<file path="src/rtl/dout_uart_logger_pkg.sv">
// Shared types and helpers for the Dout/Dval UART logger: transmitter state
// encoding, drop-counter ceiling and the baud divider calculation.
package dout_uart_logger_pkg;

    typedef enum logic [1:0] {
        TX_IDLE  = 2'd0,
        TX_START = 2'd1,
        TX_DATA  = 2'd2,
        TX_STOP  = 2'd3
    } tx_state_t;

    localparam logic [7:0] DROPS_MAX = 8'd255;

    // Clock cycles per UART bit; truncating division.
    function automatic int unsigned baud_div(input int unsigned clk_hz, input int unsigned baud);
        return clk_hz / baud;
    endfunction

endpackage

</file>
<file path="src/rtl/dout_uart_logger_uart_tx_8n1.sv">
// 8N1 UART transmitter: baud counter, LSB-first shift register and a
// four-state FSM; state is exposed on State for observation.
module uart_tx_8n1
    import dout_uart_logger_pkg::*;
#(
    parameter int unsigned DIV = 434
) (
    input  logic       Clock,
    input  logic       Reset,
    input  logic       Start,
    input  logic [7:0] Data,
    output logic       Tx,
    output logic       Busy,
    output logic [1:0] State
);

    localparam int CW = $clog2(DIV);
    localparam logic [CW-1:0] CNT_LAST = CW'(DIV - 1);

    tx_state_t     state_q, state_d;
    logic [CW-1:0] cnt_q, cnt_d;
    logic [2:0]    bit_q, bit_d;
    logic [7:0]    shift_q, shift_d;
    logic          tx_q, tx_d;
    logic          busy_q, busy_d;
    logic          baud_end;

    assign baud_end = (cnt_q == CNT_LAST);

    // Start/Busy handshake: Start is a valid strobe that is consumed only
    // while the FSM is IDLE (Busy low); Data must be stable in that cycle.
    always_comb begin
        state_d = state_q;
        cnt_d   = cnt_q;
        bit_d   = bit_q;
        shift_d = shift_q;
        tx_d    = tx_q;
        if (state_q != TX_IDLE) begin
            cnt_d = baud_end ? '0 : cnt_q + 1'b1;
        end
        case (state_q)
            TX_IDLE: begin
                if (Start) begin
                    state_d = TX_START;
                    shift_d = Data;
                    cnt_d   = '0;
                    tx_d    = 1'b0;
                end
            end
            TX_START: begin
                if (baud_end) begin
                    state_d = TX_DATA;
                    bit_d   = 3'd0;
                    tx_d    = shift_q[0];
                end
            end
            TX_DATA: begin
                if (baud_end) begin
                    if (bit_q == 3'd7) begin
                        state_d = TX_STOP;
                        tx_d    = 1'b1;
                    end else begin
                        bit_d   = bit_q + 1'b1;
                        shift_d = shift_q >> 1;
                        tx_d    = shift_q[1];
                    end
                end
            end
            TX_STOP: begin
                if (baud_end) begin
                    state_d = TX_IDLE;
                end
            end
            default: state_d = TX_IDLE;
        endcase
        busy_d = (state_d != TX_IDLE);
    end

    always_ff @(posedge Clock or posedge Reset) begin
        if (Reset) begin
            state_q <= TX_IDLE;
            cnt_q   <= '0;
            bit_q   <= 3'd0;
            shift_q <= 8'd0;
            tx_q    <= 1'b1;
            busy_q  <= 1'b0;
        end else begin
            state_q <= state_d;
            cnt_q   <= cnt_d;
            bit_q   <= bit_d;
            shift_q <= shift_d;
            tx_q    <= tx_d;
            busy_q  <= busy_d;
        end
    end

    assign Tx    = tx_q;
    assign Busy  = busy_q;
    assign State = state_q;

endmodule

</file>
<file path="src/rtl/dout_uart_logger.sv">
// Logs CPU Dout values qualified by Dval: change/re-arm capture, a small
// FIFO with sticky overflow and saturating drop count, and an 8N1 UART.
module dout_uart_logger
    import dout_uart_logger_pkg::*;
#(
    parameter int unsigned CLK_HZ = 50000000,
    parameter int unsigned BAUD   = 115200,
    parameter int unsigned DEPTH  = 16
) (
    input  logic                     Clock,
    input  logic                     Reset,
    input  logic [7:0]               Dout,
    input  logic                     Dval,
    input  logic                     Clear,
    output logic                     Tx,
    output logic                     Busy,
    output logic [$clog2(DEPTH):0]   Level,
    output logic                     Overflow,
    output logic [7:0]               Drops
);

    localparam int unsigned DIV = baud_div(CLK_HZ, BAUD);
    localparam int AW = $clog2(DEPTH);
    localparam logic [AW:0] LVL_FULL = DEPTH[AW:0];

    logic [7:0]    mem [DEPTH];
    logic [AW-1:0] wptr_q, rptr_q;
    logic [AW:0]   count_q;
    logic [7:0]    last_q;
    logic          armed_q;
    logic          overflow_q;
    logic [7:0]    drops_q;

    logic [1:0]    tx_state;
    logic          full, empty, capture, pop, push, drop;

    assign full    = (count_q == LVL_FULL);
    assign empty   = (count_q == '0);
    // A repeat of the last value is only logged after Dval has dropped once.
    assign capture = Dval && (armed_q || (Dout != last_q));
    assign pop     = (tx_state == TX_IDLE) && !empty;
    assign push    = capture && (!full || pop);
    assign drop    = capture && full && !pop;

    always_ff @(posedge Clock or posedge Reset) begin
        if (Reset) begin
            last_q  <= 8'd0;
            armed_q <= 1'b1;
        end else if (capture) begin
            last_q  <= Dout;
            armed_q <= 1'b0;
        end else if (!Dval) begin
            armed_q <= 1'b1;
        end
    end

    always_ff @(posedge Clock) begin
        if (push) begin
            mem[wptr_q] <= Dout;
        end
    end

    always_ff @(posedge Clock or posedge Reset) begin
        if (Reset) begin
            wptr_q  <= '0;
            rptr_q  <= '0;
            count_q <= '0;
        end else begin
            if (push) wptr_q <= wptr_q + 1'b1;
            if (pop)  rptr_q <= rptr_q + 1'b1;
            case ({push, pop})
                2'b10:   count_q <= count_q + 1'b1;
                2'b01:   count_q <= count_q - 1'b1;
                default: count_q <= count_q;
            endcase
        end
    end

    // A drop in the same cycle as Clear still registers, counting from zero.
    always_ff @(posedge Clock or posedge Reset) begin
        if (Reset) begin
            overflow_q <= 1'b0;
            drops_q    <= 8'd0;
        end else if (drop) begin
            overflow_q <= 1'b1;
            if (Clear) begin
                drops_q <= 8'd1;
            end else if (drops_q != DROPS_MAX) begin
                drops_q <= drops_q + 8'd1;
            end
        end else if (Clear) begin
            overflow_q <= 1'b0;
            drops_q    <= 8'd0;
        end
    end

    uart_tx_8n1 #(
        .DIV(DIV)
    ) u_tx (
        .Clock (Clock),
        .Reset (Reset),
        .Start (pop),
        .Data  (mem[rptr_q]),
        .Tx    (Tx),
        .Busy  (Busy),
        .State (tx_state)
    );

    assign Level    = count_q;
    assign Overflow = overflow_q;
    assign Drops    = drops_q;

endmodule

</file>
<file path="config.mk">
export PLATFORM = sky130hd
export DESIGN_NAME = dout_uart_logger
export DESIGN_NICKNAME = d
export VERILOG_FILES = /design/src/rtl/dout_uart_logger_pkg.sv /design/src/rtl/dout_uart_logger_uart_tx_8n1.sv /design/src/rtl/dout_uart_logger.sv
export SDC_FILE = /design/constraint.sdc
export NUM_CORES = 1
export LEC_CHECK = 0
export CAP_MARGIN = 40
export CELL_PAD_IN_SITES_DETAIL_PLACEMENT = 2
export CELL_PAD_IN_SITES_GLOBAL_PLACEMENT = 2
export CORE_UTILIZATION = 41
export CTS_CLUSTER_DIAMETER = 50
export DETAILED_ROUTE_END_ITERATION = 12
export PLACE_DENSITY_LB_ADDON = 0.1
export SYNTH_ARGS = -nofsm -noshare
export SYNTH_HDL_FRONTEND = slang
export SYNTH_SLANG_ARGS = --single-unit
</file>
<file path="constraint.sdc">
create_clock -name Clock -period 2.95 [get_ports Clock]
set_input_delay 0.7375 -clock Clock [delete_from_list [all_inputs] [get_ports Clock]]
set_output_delay 0.7375 -clock Clock [all_outputs]
set_load 0.05 [all_outputs]
</file>
# Word-level counts from Yosys, hierarchy flattened
# Memories as Yosys holds them, arrays and structs flattened.
# Index checks and enable logic that the tools add are counted.
[word_totals]
reg_bits = 55
latchBits = 0
ram_bits = 128
romBits = 0
in_bits = 12
out_inout_bits = 16
word_cells = 94
memories = 1
[memory_table]
columns = ["memory", "words", "word_bits", "read_ports", "rd_clocked_by_memory_dff", "wr", "line", "text"]
rows = [
  ["mem", 16, 8, 1, 0, 1, "dout_uart_logger.sv:26", "logic [7:0] mem [DEPTH];"],
]
[op_classes]
n_addsub = 7
n_mul = 0
n_div = 0
order_cmp = 0
eq_ne = 15
n_shift = 0
mux = 34
bitwise_logic = 0
n_reduce_logical = 24
[op_table]
columns = ["op", "n"]
rows = [
  ["two-way mux 8 bit", 7],
  ["two-way mux 9 bit", 4],
  ["one-hot mux 8 bit (2 select lines)", 1],
  ["nonzero test 2 bit", 7],
  ["AND reduction 4 bit", 3],
  ["two-way mux 1 bit", 10],
  ["two-way mux 2 bit", 5],
  ["one-hot mux 5 bit (2 select lines)", 1],
  ["adder 9 x 1 -> 9 bit (second input constant)", 1],
  ["== test 9 bit (second input constant)", 1],
  ["two-way mux 3 bit", 3],
  ["adder 4 x 1 -> 4 bit (second input constant)", 2],
  ["adder 8 x 1 -> 8 bit (second input constant)", 1],
  ["inequality test 8 bit", 1],
  ["inequality test 8 bit (second input constant)", 1],
  ["one-hot mux 2 bit (4 select lines)", 1],
  ["== test 2 bit (second input constant)", 3],
  ["inequality test 2 x 1 -> 1 bit (second input constant)", 3],
  ["one-hot mux 3 bit (2 select lines)", 1],
  ["adder 5 x 1 -> 5 bit (second input constant)", 1],
  ["== test 5 bit (second input constant)", 1],
  ["logical AND 1 bit", 5],
  ["logical NOT 5 bit", 1],
  ["subtractor 5 x 1 -> 5 bit (second input constant)", 1],
  ["10 further kinds", 15],
]

# Logic depth before layout (Yosys ltp)
[depth]
ltp_word = 7
ltp_mapped = 11
mapped_depth_nobuf = 10

# Cells and area by module
# A second synthesis with hierarchy kept.
[hier_totals]
hier_cells = 486
hier_area_um2 = 7943.9
[modules_own_cells]
columns = ["module", "instances", "cells_each", "area_each_um2", "seq_area_each_um2"]
rows = [
  ["dout_uart_logger", 1, 352, 6570.1, 4620.7],
  ["uart_tx_8n1", 1, 134, 1373.8, 601.8],
]

# Least setup slack after synthesis
# No wires, ideal clock.
[synth_path]
kind = "input -> register"
from = "in Dout[4]"
to = "reg count_q[4], in the netlist Level[4]"
setup_ns = 0.072
arrival_ns = 3.161
required_time_ns = 2.878
slack_ns = -0.283
stages = 11
path_buffers = 1
path_cell_list = "xor2_1 -> nor4_2 -> a31oi_1 -> clkbuf_1 -> nor2_1 -> ha_1 -> a21o_1 -> a21oi_1 -> nand2_1 -> or3_1 -> nand4_1"
[synth_between]
elab_chain_len = 6
elab_cells_between_ends = 8
cone_classes = "eq/ne: 3; mux: 1; reduce/logical: 4"
[synth_rtl]
columns = ["element", "line", "text"]
rows = [
  ["from (decl)", "dout_uart_logger.sv:12", "input logic [7:0] Dout,"],
  ["inequality test 8 bit (*)", "dout_uart_logger.sv:40", "assign capture = Dval && (armed_q || (Dout != last_q));"],
  ["logical OR 1 bit (*)", "dout_uart_logger.sv:40", ""],
  ["logical AND 1 bit (*)", "dout_uart_logger.sv:40", ""],
  ["logical AND 1 bit (*)", "dout_uart_logger.sv:42", "assign push = capture && (!full || pop);"],
  ["== test 2 x 1 -> 1 bit / == test 2 bit (equally long branches)", "dout_uart_logger.sv:71", "case ({push, pop})"],
  ["one-hot mux 5 bit (2 select lines) / nonzero test 2 bit (equally long branches)", "n/a", ""],
  ["to (signal assigned)", "dout_uart_logger.sv:72", "2'b10: count_q <= count_q + 1'b1;"],
  ["to (signal assigned)", "dout_uart_logger.sv:73", "2'b01: count_q <= count_q - 1'b1;"],
  ["to (signal assigned)", "dout_uart_logger.sv:74", "default: count_q <= count_q;"],
  ["to (decl)", "dout_uart_logger.sv:28", "logic [AW:0] count_q;"],
]
# Every way passes the cells marked *; elsewhere a longest branch is shown, timed or not.
# A chain may end at the register's enable or synchronous reset.

# Worst setup path after layout
[layout_path]
from = "in Dout[0]"
to = "reg count_q[4], in the netlist Level[4]"
# The elaborated chain is that of the path after synthesis.

==> key figures <==
CTS
  • Htree depth: 4
  • Clock Sinks: 183
  • Root Driver: clkbuf_16
  • Clock Pin Slew Worst Setup and Hold Paths: 0.08 ns
  • Post-cts hold buffer count: 0
  • CTS tree: done
  • Worst-Skew Late Latency: between 0.4 and 0.5 ns
  • CTS buffer count: 17
  • Clock Path Buffers: 2

Logic synthesis
  • Area leader, netlist: edfxtp_1
  • Sequential area share after synthesis: about two thirds
  • Ys async rst share: 30.1%
  • Synth top cells by count: edfxtp_1 (128), dfrtp_1 (53), mux4_2 (33), a21oi_1 (31), nand2_1 (22)
  • Top area cells in the synthesized netlist: edfxtp_1 (48%), dfrtp_1 (17%), mux4_2 (9.3%)
  • Main flop type after synthesis: edfxtp_1
  • Flops & latches, synth: about 180
  • Synth Warn #: 0
  • Area share of the largest cell type after synthesis: 48.3%
  • Post-synth EDFFs: around 130
  • Top-count cell post-synth: edfxtp_1
  • Synthesized area: 7960 µm²
  • Number of library cell types mapped by synthesis: 60
  • Cells after synthesis: 511
  • Mapped Nets: 541
  • Syn avg cell area: 15.6 µm²

Power and ir drop
  • Psw: 3.12 mW
  • Clock power share: 27.3%
  • Power Internal: 5.83 mW
  • Leak: 3.44 nW
  • P per Cell Area: 938 nW/µm²
  • Combinational power share: 33.9%
  • Maximum VDD drop: 0.493 mV
  • Reg power frac: 38.8%
  • Sw Ratio: between 30% and 40%

Placed design
  • Port-buffer cells: 27
  • Placed cell area: 8880 µm²
  • DP HPWL: between 10000 and 15000 µm
  • Placement Setup Slack: -0.598 ns
  • Final RePlAce weighted congestion: 0.722

Floorplan
  • I/O Pins: 28
  • Die X: around 140 µm
  • Die area: 20000 µm²
  • Row count: 50
  • Core ar.: approximately 19000 µm²
  • Initial Util: 42.1%
  • Chip height: 141 µm

Finish
  • Layout Nets: ~600
  • Diode count: 0
  • Layout cell share with drive strength beyond 1: 25.1%
  • Final instance area: around 9500 µm²
  • Fin util: 50.5%
  • Area Overhead vs Synth: 20.0%
  • FILL cells: 1778

Global route
  • Met1 Track Usage GR: 30.5%
  • First-pass GRT wire length: 33300 µm
  • Vias in the first global route: 5354
  • GRT Util Overall: 23.3%
  • Most used routing layer: met2
  • Total gr overflow: 0
  • M3 GR Usage: 4.15%
  • Largest net degree at the start of global routing: 35
  • Grt met2 use: between 40% and 50%
  • Antenna violations before repair: 0

Detailed routing
  • Wire length per cell: 24.8 µm
  • Post-Route WL: 21000 µm
  • ANT nets after route: 0
  • 1st-pass router iterations: 4
  • Via/cell ratio: between 5 and 6
  • Vias post-DR: 4705
  • Drc violations: 0
  • Detailed Route Iter0 Violations: 299

STA
  • RSZ-0062 raised after global routing: no
  • Fmax: 0.362 GHz
  • Number of setup violations in the final report: 0
  • Ratio of final minimum period to clock period: between 90% and 100%
  • Final hold vios: 0
  • Crit path time final: around 2.8 ns
  • Worst slew pin tran: 0.800 ns
  • Final Max Slew Viols: 0
  • Min setup slack post-route: 0.185 ns
  • Slew headroom: 46.6%
  • Clk_skew: 0.0138 ns

Worst setup path
  • Crit-path max FO: 4
  • Crit Path Category: input port to register
  • Worst Path Arrival: 3.14 ns
  • Required time worst endpoint: between 3 and 4 ns
  • Element type at the critical path end: register
  • Crit start category: input port

Min path
  • Hold Crit Class: register to register

Job
  • Max cap viols: 0

Run status
  • Status: finished, final reports clean
## metal layers
layer	wire length [µm]	part of all wire, %
met1	9190	44
met4	291	1.4
met2	11100	53
met5	0	0
met3	467	2.2
## final timing paths
path | slack, ns | cells past startpoint | end | from
worst max-delay path | 0.18 | 11 | Level[4] | Dout[0]
worst min-delay path | 0.54 | 1 | last_q[5] | last_q[5]
worst max register to register | 0.21 | 10 | Level[4] | Level[2]
worst min register to register | 0.54 | 1 | last_q[5] | last_q[5]
max in group asynchronous | 1.74 | 3 | armed_q | Reset
min in group asynchronous | 0.59 | 2 | wptr_q[3] | Reset
## registers in the layout (all words and copies together), names as in the netlist, 3 cells and up
signal and flops:
last_q 8, Drops 8, u_tx.shift_q 8, wptr_q 4, u_tx.cnt_q 9, u_tx.bit_q 3
rptr_q 4, Level 5, mem 128
## worst max-delay path: stages
cell,delay (ns)
clkdlybuf4s50_1,0.44
xor2_1,0.16
nor3_1,0.38
a31oi_4,0.17
nor2_4,0.18
ha_4,0.22
a21o_1,0.18
a21oi_2,0.16
nand2_1,0.08
or3_4,0.33
nand4_1,0.09
## cell usage in the layout, fill, tap and decap left out, types with 6 or more instances in the layout
cell type / count
xor2_1: 11
buf_4: 35
nand2_1: 22
mux4_2: 33
clkdlybuf4s50_1: 23
dfrtp_1: 52
nor2b_1: 6
and4b_1: 10
clkbuf_16: 17
mux2_2: 13
o21ai_0: 19
nand4_1: 6
inv_1: 12
buf_12: 6
edfxtp_1: 128
xnor2_1: 7
and3_1: 6
nor2_1: 17
ha_1: 16
nor3_1: 8
a22oi_1: 16
a21oi_1: 30
nand3_1: 9
## cell type report
cell class / instances / area (µm²) / share of cell area [%]
clock buffers: 17 / 425 / 4.46
repair buffers: 68 / 659 / 6.91
well taps: 260 / 325 / 3.41
multi-input cells: 290 / 2660 / 27.9
clock inverters: 15 / 201 / 2.11
flip-flops and latches: 183 / 5220 / 54.7
inverters: 13 / 48.8 / 0.511
## per-stage QoR
stage	setup TNS (ns)	total power, mW	hold slack [ns]	instances
detailed placement	-35.88	6.54	0.483	814
CTS	0	9.07	0.544	846
global placement	-20.86	6.34	0.460	814
global route	0	9.40	0.551	846
finish	0	8.95	0.541	846
floorplan	-0.0152	5.39	0.447	511
## what timing repair did
item	in CTS	in global routing
setup buffers	0	0
pin swaps	4	7
setup endpoints to repair	1	8
gates resized for setup	4	5
## cell families after synthesis
kind of cell               synth area share (%)
AOI/OAI and AO/OA                          7.28
buffers and inverters                      1.87
adders and majority gates                  2.92
and+or+nand+nor                            8.56
muxes                                      11.7
xor gates and xnor gates                   1.98
DFF                                        65.6
## power by group through the flow
stage	combinational (mW)	clock [mW]	sequential (mW)
floorplan	1.83	0	3.56
global placement	2.87	0	3.47
detailed placement	3.02	0	3.52
CTS	3.08	2.50	3.48
global route	3.30	2.57	3.53
finish	3.03	2.45	3.48
Note: power is estimated with default switching activity, not from simulation.
